$ cat src/rtl/life_pkg.sv
// Shared constants and types for the Game-of-Life generation stepper.
package life_pkg;
  localparam int GRID_W_DEF = 40;
  localparam int GRID_H_DEF = 30;
  localparam int XW         = 6;
  localparam int YW         = 5;
  localparam int PARK_X     = 0;
  localparam int PARK_Y     = GRID_H_DEF;

  typedef enum logic [2:0] {
    ST_IDLE,
    ST_READ,
    ST_EVAL,
    ST_FLUSH,
    ST_DONE
  } state_t;

  // One window column: bit0 = row y-1, bit1 = row y, bit2 = row y+1.
  typedef logic [2:0] col_t;
endpackage

$ cat src/rtl/life_rule.sv
// B3/S23 cell rule over a 3x3 window given as left/mid/right columns.
module life_rule
  import life_pkg::*;
(
  input  col_t i_left,
  input  col_t i_mid,
  input  col_t i_right,
  output logic o_alive
);
  logic [3:0] w_n;

  always_comb begin
    w_n = 4'(i_left[0]) + 4'(i_left[1]) + 4'(i_left[2]) +
          4'(i_mid[0])  + 4'(i_mid[2]) +
          4'(i_right[0]) + 4'(i_right[1]) + 4'(i_right[2]);
    o_alive = (w_n == 4'd3) | (i_mid[1] & (w_n == 4'd2));
  end
endmodule

$ cat src/rtl/life_step_ctrl.sv
// Computes one Life generation in place: streams rows through a 3x3 window
// and writes each row back one row late so no neighbour is overwritten early.
module life_step_ctrl
  import life_pkg::*;
#(
  parameter int GRID_W = GRID_W_DEF,
  parameter int GRID_H = GRID_H_DEF
) (
  input  logic          clk,
  input  logic          reset,
  input  logic          step_req,
  input  logic          run,
  input  logic          draw_busy,
  output logic [XW-1:0] ctrl_x_chunk,
  output logic [YW-1:0] ctrl_y_chunk,
  input  logic [1:0]    ctrl_in,
  output logic [XW-1:0] write_x_chunk,
  output logic [YW-1:0] write_y_chunk,
  output logic [1:0]    data_out,
  output logic          wr_en,
  output logic          busy,
  output logic          step_done
);
  localparam logic [XW-1:0] X_END  = XW'(GRID_W);
  localparam logic [XW-1:0] X_LAST = XW'(GRID_W - 1);
  localparam logic [YW-1:0] Y_LAST = YW'(GRID_H - 1);
  localparam logic [YW:0]   RD_MAX = (YW+1)'(GRID_H);
  localparam logic [XW-1:0] PX     = XW'(PARK_X);
  localparam logic [YW-1:0] PY     = YW'(GRID_H);

  state_t              r_state, w_next;
  logic [XW-1:0]       r_x;
  logic [1:0]          r_r;
  logic [YW-1:0]       r_y, r_wy;
  col_t                r_col, r_mid, r_right, w_new_col;
  logic [GRID_W-1:0]   r_next_row, r_pending, w_next_full;
  logic                w_rule;
  logic [YW:0]         w_rd_sum;
  logic                w_rd_valid;
  logic [YW-1:0]       w_rd_row;
  logic                w_ctrl_unused;

  assign w_ctrl_unused = ctrl_in[1];

  always_comb begin
    w_rd_sum   = {1'b0, r_y} + {{(YW-1){1'b0}}, r_r};
    w_rd_valid = (w_rd_sum != '0) && (w_rd_sum <= RD_MAX);
    w_rd_row   = YW'(w_rd_sum - (YW+1)'(1));
    w_new_col  = (r_x == X_END) ? '0 : r_col;
  end

  // Only the two newest columns are stored; after the shift the left column
  // is the old middle, so the rule sees the shifted window directly.
  life_rule u_rule (
    .i_left (r_mid),
    .i_mid  (r_right),
    .i_right(w_new_col),
    .o_alive(w_rule)
  );

  always_comb begin
    w_next_full             = r_next_row;
    w_next_full[GRID_W-1]   = w_rule;
  end

  always_ff @(posedge clk) begin
    if (!reset) r_state <= ST_IDLE;
    else        r_state <= w_next;
  end

  always_comb begin
    w_next = r_state;
    case (r_state)
      ST_IDLE:  if ((step_req | run) & ~draw_busy) w_next = ST_READ;
      ST_READ:  if (r_r == 2'd2) w_next = ST_EVAL;
      ST_EVAL: begin
        if (r_x == X_END)       w_next = (r_y == '0) ? ST_READ : ST_FLUSH;
        else if (r_x == X_LAST) w_next = ST_EVAL;
        else                    w_next = ST_READ;
      end
      ST_FLUSH: begin
        if (r_x == X_LAST) begin
          if (r_y != Y_LAST)      w_next = ST_READ;
          else if (r_wy == Y_LAST) w_next = ST_DONE;
          else                    w_next = ST_FLUSH;
        end
      end
      ST_DONE:  w_next = ST_IDLE;
      default:  w_next = ST_IDLE;
    endcase
  end

  always_comb begin
    busy          = 1'b0;
    step_done     = 1'b0;
    wr_en         = 1'b0;
    data_out      = '0;
    write_x_chunk = PX;
    write_y_chunk = PY;
    ctrl_x_chunk  = PX;
    ctrl_y_chunk  = PY;
    case (r_state)
      ST_READ: begin
        busy = 1'b1;
        if (w_rd_valid) begin
          ctrl_x_chunk = r_x;
          ctrl_y_chunk = w_rd_row;
        end
      end
      ST_EVAL:  busy = 1'b1;
      ST_FLUSH: begin
        busy          = 1'b1;
        wr_en         = 1'b1;
        write_x_chunk = r_x;
        write_y_chunk = r_wy;
        data_out      = {r_pending[r_x], 1'b0};
      end
      ST_DONE:  step_done = 1'b1;
      default: ;
    endcase
  end

  always_ff @(posedge clk) begin
    if (!reset) begin
      r_x        <= '0;
      r_r        <= '0;
      r_y        <= '0;
      r_wy       <= '0;
      r_col      <= '0;
      r_mid      <= '0;
      r_right    <= '0;
      r_next_row <= '0;
      r_pending  <= '0;
    end else begin
      case (r_state)
        ST_IDLE: begin
          r_x     <= '0;
          r_r     <= '0;
          r_y     <= '0;
          r_wy    <= '0;
          r_mid   <= '0;
          r_right <= '0;
        end
        ST_READ: begin
          r_col[r_r] <= w_rd_valid & ctrl_in[0];
          r_r        <= (r_r == 2'd2) ? 2'd0 : r_r + 2'd1;
        end
        ST_EVAL: begin
          r_mid   <= r_right;
          r_right <= w_new_col;
          if (r_x != '0) r_next_row[r_x - XW'(1)] <= w_rule;
          if (r_x == X_END) begin
            r_x <= '0;
            if (r_y == '0) begin
              r_pending <= w_next_full;
              r_y       <= r_y + YW'(1);
            end else begin
              r_wy <= r_y - YW'(1);
            end
          end else begin
            r_x <= r_x + XW'(1);
          end
        end
        ST_FLUSH: begin
          if (r_x == X_LAST) begin
            r_x       <= '0;
            r_pending <= r_next_row;
            // Last row: flush row H-2, then re-enter FLUSH for row H-1.
            if (r_y == Y_LAST) r_wy <= Y_LAST;
            else               r_y  <= r_y + YW'(1);
          end else begin
            r_x <= r_x + XW'(1);
          end
        end
        default: ;
      endcase
    end
  end
endmodule

$ cat config.mk
export PLATFORM = sky130hd
export DESIGN_NAME = life_step_ctrl
export DESIGN_NICKNAME = d
export VERILOG_FILES = /design/src/rtl/life_pkg.sv /design/src/rtl/life_rule.sv /design/src/rtl/life_step_ctrl.sv
export SDC_FILE = /design/constraint.sdc
export NUM_CORES = 1
export LEC_CHECK = 0
export CAP_MARGIN = 40
export CORE_UTILIZATION = 50
export DETAILED_ROUTE_END_ITERATION = 7
export PLACE_DENSITY = 0.69
export SYNTH_ARGS = -nofsm -noshare
export SYNTH_HDL_FRONTEND = slang
export SYNTH_SLANG_ARGS = --single-unit
$ cat constraint.sdc
create_clock -name clk -period 7.52 [get_ports clk]
set_input_delay 0.752 -clock clk [delete_from_list [all_inputs] [get_ports clk]]
set_output_delay 0.752 -clock clk [all_outputs]
set_load 0.01 [all_outputs]
==> reports/summary.json <==
{
  "grt_first_pass_wirelength_mm": 25.1,
  "critPathKind": "reg2reg",
  "slew-limit-headroom": 0.448,
  "grt_overflow_total": 0,
  "cts_root_buffer": "sky130_fd_sc_hd__clkbuf_16",
  "setup_total_negative_slack_ns": 0,
  "logic_gate_share_of_total_power": 0.053,
  "die-area_um2": 12300,
  "place.detailed.instances": 834,
  "ys_dominant_reg_cell": "sky130_fd_sc_hd__dfxtp_1",
  "switching_power_uw": 277,
  "synth_area_leaders": "sky130_fd_sc_hd__dfxtp_1, sky130_fd_sc_hd__mux2i_1, sky130_fd_sc_hd__a21oi_1, sky130_fd_sc_hd__nand3_1, sky130_fd_sc_hd__nor2_1",
  "critPathRequiredTime_ns": 7.77,
  "place.gp.congestion": 0.907,
  "worstSkewPairLatency_ns": 0.36,
  "timing_limited_maximum_frequency_mhz": 206,
  "internal_power_uw": 838,
  "area_added_between_synthesis_and_finish_pct": 11.0,
  "via_count": 5282,
  "cts_setup_buffers": 0,
  "grt_setup_unrepaired": "no",
  "routed_wl_mm": 15.2,
  "critPathCaptureType": "flip-flop",
  "grt_util_all_layers": 0.254,
  "path_max_fanout": 34,
  "crit_arrival_ns": 5.09,
  "hold_viol_final": 0,
  "die_width_um": 111,
  "wl_per_cell_um": 17.9,
  "ctsLongestPathBuffers": 2,
  "cts.hold.buffers_added": 0,
  "cts.sinks": 110,
  "synth.largest_area_cell": "sky130_fd_sc_hd__dfxtp_1",
  "p_sw_frac": 0.249,
  "ys_seq_elements": 110,
  "cpMaxStageDelayCell": "sky130_fd_sc_hd__dfxtp_1",
  "io_buffer_count": 31,
  "setup_viol": 0,
  "synth.most_common_cell": "sky130_fd_sc_hd__dfxtp_1",
  "number_of_antenna_diodes": 0,
  "ctsResizeCount": 0,
  "final-max-slew-violation-count": 0,
  "drive_above_1_share": 0.0750,
  "p_leak_nw": 2.20,
  "tightest_slew_ns": 0.828,
  "cts-buffers-inserted": 9,
  "max_cap_violations": 0,
  "synthesis.area_per_instance_um2": 8.45,
  "setup_slack_ns": 2.68,
  "core.rowCount": 39,
  "cp-start-kind": "flip-flop",
  "detail_route.drc_violations": 0,
  "yosys-top-cells-count": "sky130_fd_sc_hd__dfxtp_1, sky130_fd_sc_hd__nor2_1, sky130_fd_sc_hd__a21oi_1",
  "synth_area_um2": 5930,
  "post-dp-hpwl_mm": 10.3,
  "finish.cell_count_without_fillers": 850,
  "coreArea_um2": 11500,
  "clock_power_share": 0.417,
  "pre_cts_slack_ns": 2.74,
  "p_per_area_nw_per_um2": 169,
  "synth_cell_types": 67,
  "synth_warnings": 0,
  "drt_iter0_drc": 417,
  "fin_crit_sh": 0.644,
  "cts_tree": "built",
  "final_net_count": 728,
  "grt_pass1_vias": 4904,
  "hold_path_class": "reg2reg",
  "vdd_drop_max_mv": 0.219,
  "clkSlewWorstSetupHoldPaths_ns": 0.07,
  "finClkSkew_ns": 0.0100,
  "synth_enable_flop_cells": 0,
  "synth_largest_type_area_fraction": 0.372,
  "antenna_found_initial": 0,
  "run_status": "finished, final reports clean",
  "critical_path.most_common_cell": "sky130_fd_sc_hd__fa_1",
  "grt_start_max_net_pins": 80,
  "cell_breakdown_of_the_critical_path": "inv_1 -> ha_1 -> nor4bb_1 -> nand2_1 -> and2_1 -> fa_1 -> fa_1 -> inv_1 -> fa_1 -> a211oi_1 -> mux2i_1 -> nor3_2 -> buf_4 -> nand2_1 -> o41ai_1",
  "ctsHtreeMaxLevel": 3,
  "period_minus_slack_ns": 4.84,
  "dieHeight_um": 111,
  "drt_pre_antenna_iters": 5,
  "synthArstFlopShare": 0,
  "ant_nets": 0,
  "cp_slowest_stage_delay_ns": 0.55,
  "seq_power_share": 0.530,
  "viasPerCell": 6.21,
  "floorplan.initialDensity": 0.517,
  "post_synth_inst_count": 701,
  "mappedNetlistNets": 727,
  "design.portCount": 34,
  "synth_sequential_area_ratio": 0.372
}
layout by cell type, fill, tap and decap left out, drive strengths merged, types with 4 or more instances in the layout:
master         netlist  layout
o41ai                9       9
a211oi               5       5
mux4                 9       9
a32oi                4       4
clkbuf              39       9
dfxtp              110     110
a21o                 4       4
nor2                74      74
mux2i               45      45
clkinv               1       4
and2                17      17
inv                 25      29
or3                 11      11
xor2                 4       4
or3b                 5       5
ha                  14      14
nand2               37      37
mux2                 4       4
o311ai               9       9
xnor2                5       5
and3                 6       6
o22ai                5       5
o21ai               47      47
fa                   5       5
a21oi               61      61
nand3               56      56
clkdlybuf4s50        0      31
buf                 12      10
or4                  4       4
nor3                18      18
path summary, 6_finish.rpt:
path,from,endpoint,slack [ns],cells past startpoint
setup / recovery,r_x[0]$_SDFFE_PN0N_,r_next_row[16]$_SDFFE_PN0P_,2.68,15
hold reg to reg,r_wy[4]$_SDFFE_PN0P_,r_wy[4]$_SDFFE_PN0P_,0.47,2
setup reg to reg,r_x[0]$_SDFFE_PN0N_,r_next_row[16]$_SDFFE_PN0P_,2.68,15
hold / removal,r_wy[4]$_SDFFE_PN0P_,r_wy[4]$_SDFFE_PN0P_,0.47,2
sequential cells by signal (all words and copies together) (netlist names):
signal and count:
r_next_row 40, r_right 3, r_wy 5, r_x 6, r_state 3, r_pending 40
r_r 2, r_col 3, r_y 5, r_mid 3
routing by layer:
metal | vias to the layer above | share of wire | wire [um] | GRT usage
li1 | 2542 | - | - | -
met1 | 2533 | 0.46 | 7030 | 0.359
met2 | 185 | 0.45 | 6890 | 0.389
met3 | 22 | 0.070 | 1070 | 0.0580
met4 | 0 | 0.014 | 212 | 0.0667
met5 | - | 0 | 0 | 0
power groups by stage:
stage / clock network [mW] / logic [mW] / registers [mW]
finish: 0.465 / 0.0594 / 0.591
global route: 0.496 / 0.0662 / 0.591
detailed placement: 0 / 0.0587 / 0.604
floorplan: 0 / 0.0476 / 0.599
CTS: 0.473 / 0.0591 / 0.590
global placement: 0 / 0.0572 / 0.604
logic make-up (layout without fill, tap and decap cells):
logic type / after synthesis / in the layout / synth area share
AOI/OAI and AO/OA: 172 / 172 / 0.182
xor gates and xnor gates: 9 / 9 / 0.0133
adders and majority gates: 19 / 19 / 0.0464
buffers and inverters: 77 / 83 / 0.0526
DFF: 110 / 110 / 0.372
muxes: 58 / 58 / 0.118
other: 1 / 1 / 0.000633
and+or+nand+nor: 255 / 255 / 0.216
worst max-delay path, delay by kind of cell (launching register included):
family          cells  cell delay, ns
simple gates        5            1.41
fa+ha+maj           4            1.37
buf+inv             3            0.71
flops               1            0.55
compound gates      2            0.55
mux                 1            0.12
per-stage QoR:
step                cell area, um2   util  total power [mW]  hold slack [ns]
floorplan                     5930      -             0.646            0.432
global placement              6290  0.548             0.661            0.441
detailed placement            6290  0.549             0.663            0.457
CTS                           6580  0.574              1.12            0.468
global route                  6580  0.574              1.15            0.486
finish                        6580  0.574              1.12            0.466
layout make-up:
cell class	count	area, um2
inverter	26	97.6
fill	1021	4890
sequential	110	2200
multi-input combinational	514	3430
clock inverter	7	62.6
timing repair buffer	41	385
tap	143	179
clock buffer	9	225
No activity file was read; power rests on OpenSTA's default activity.
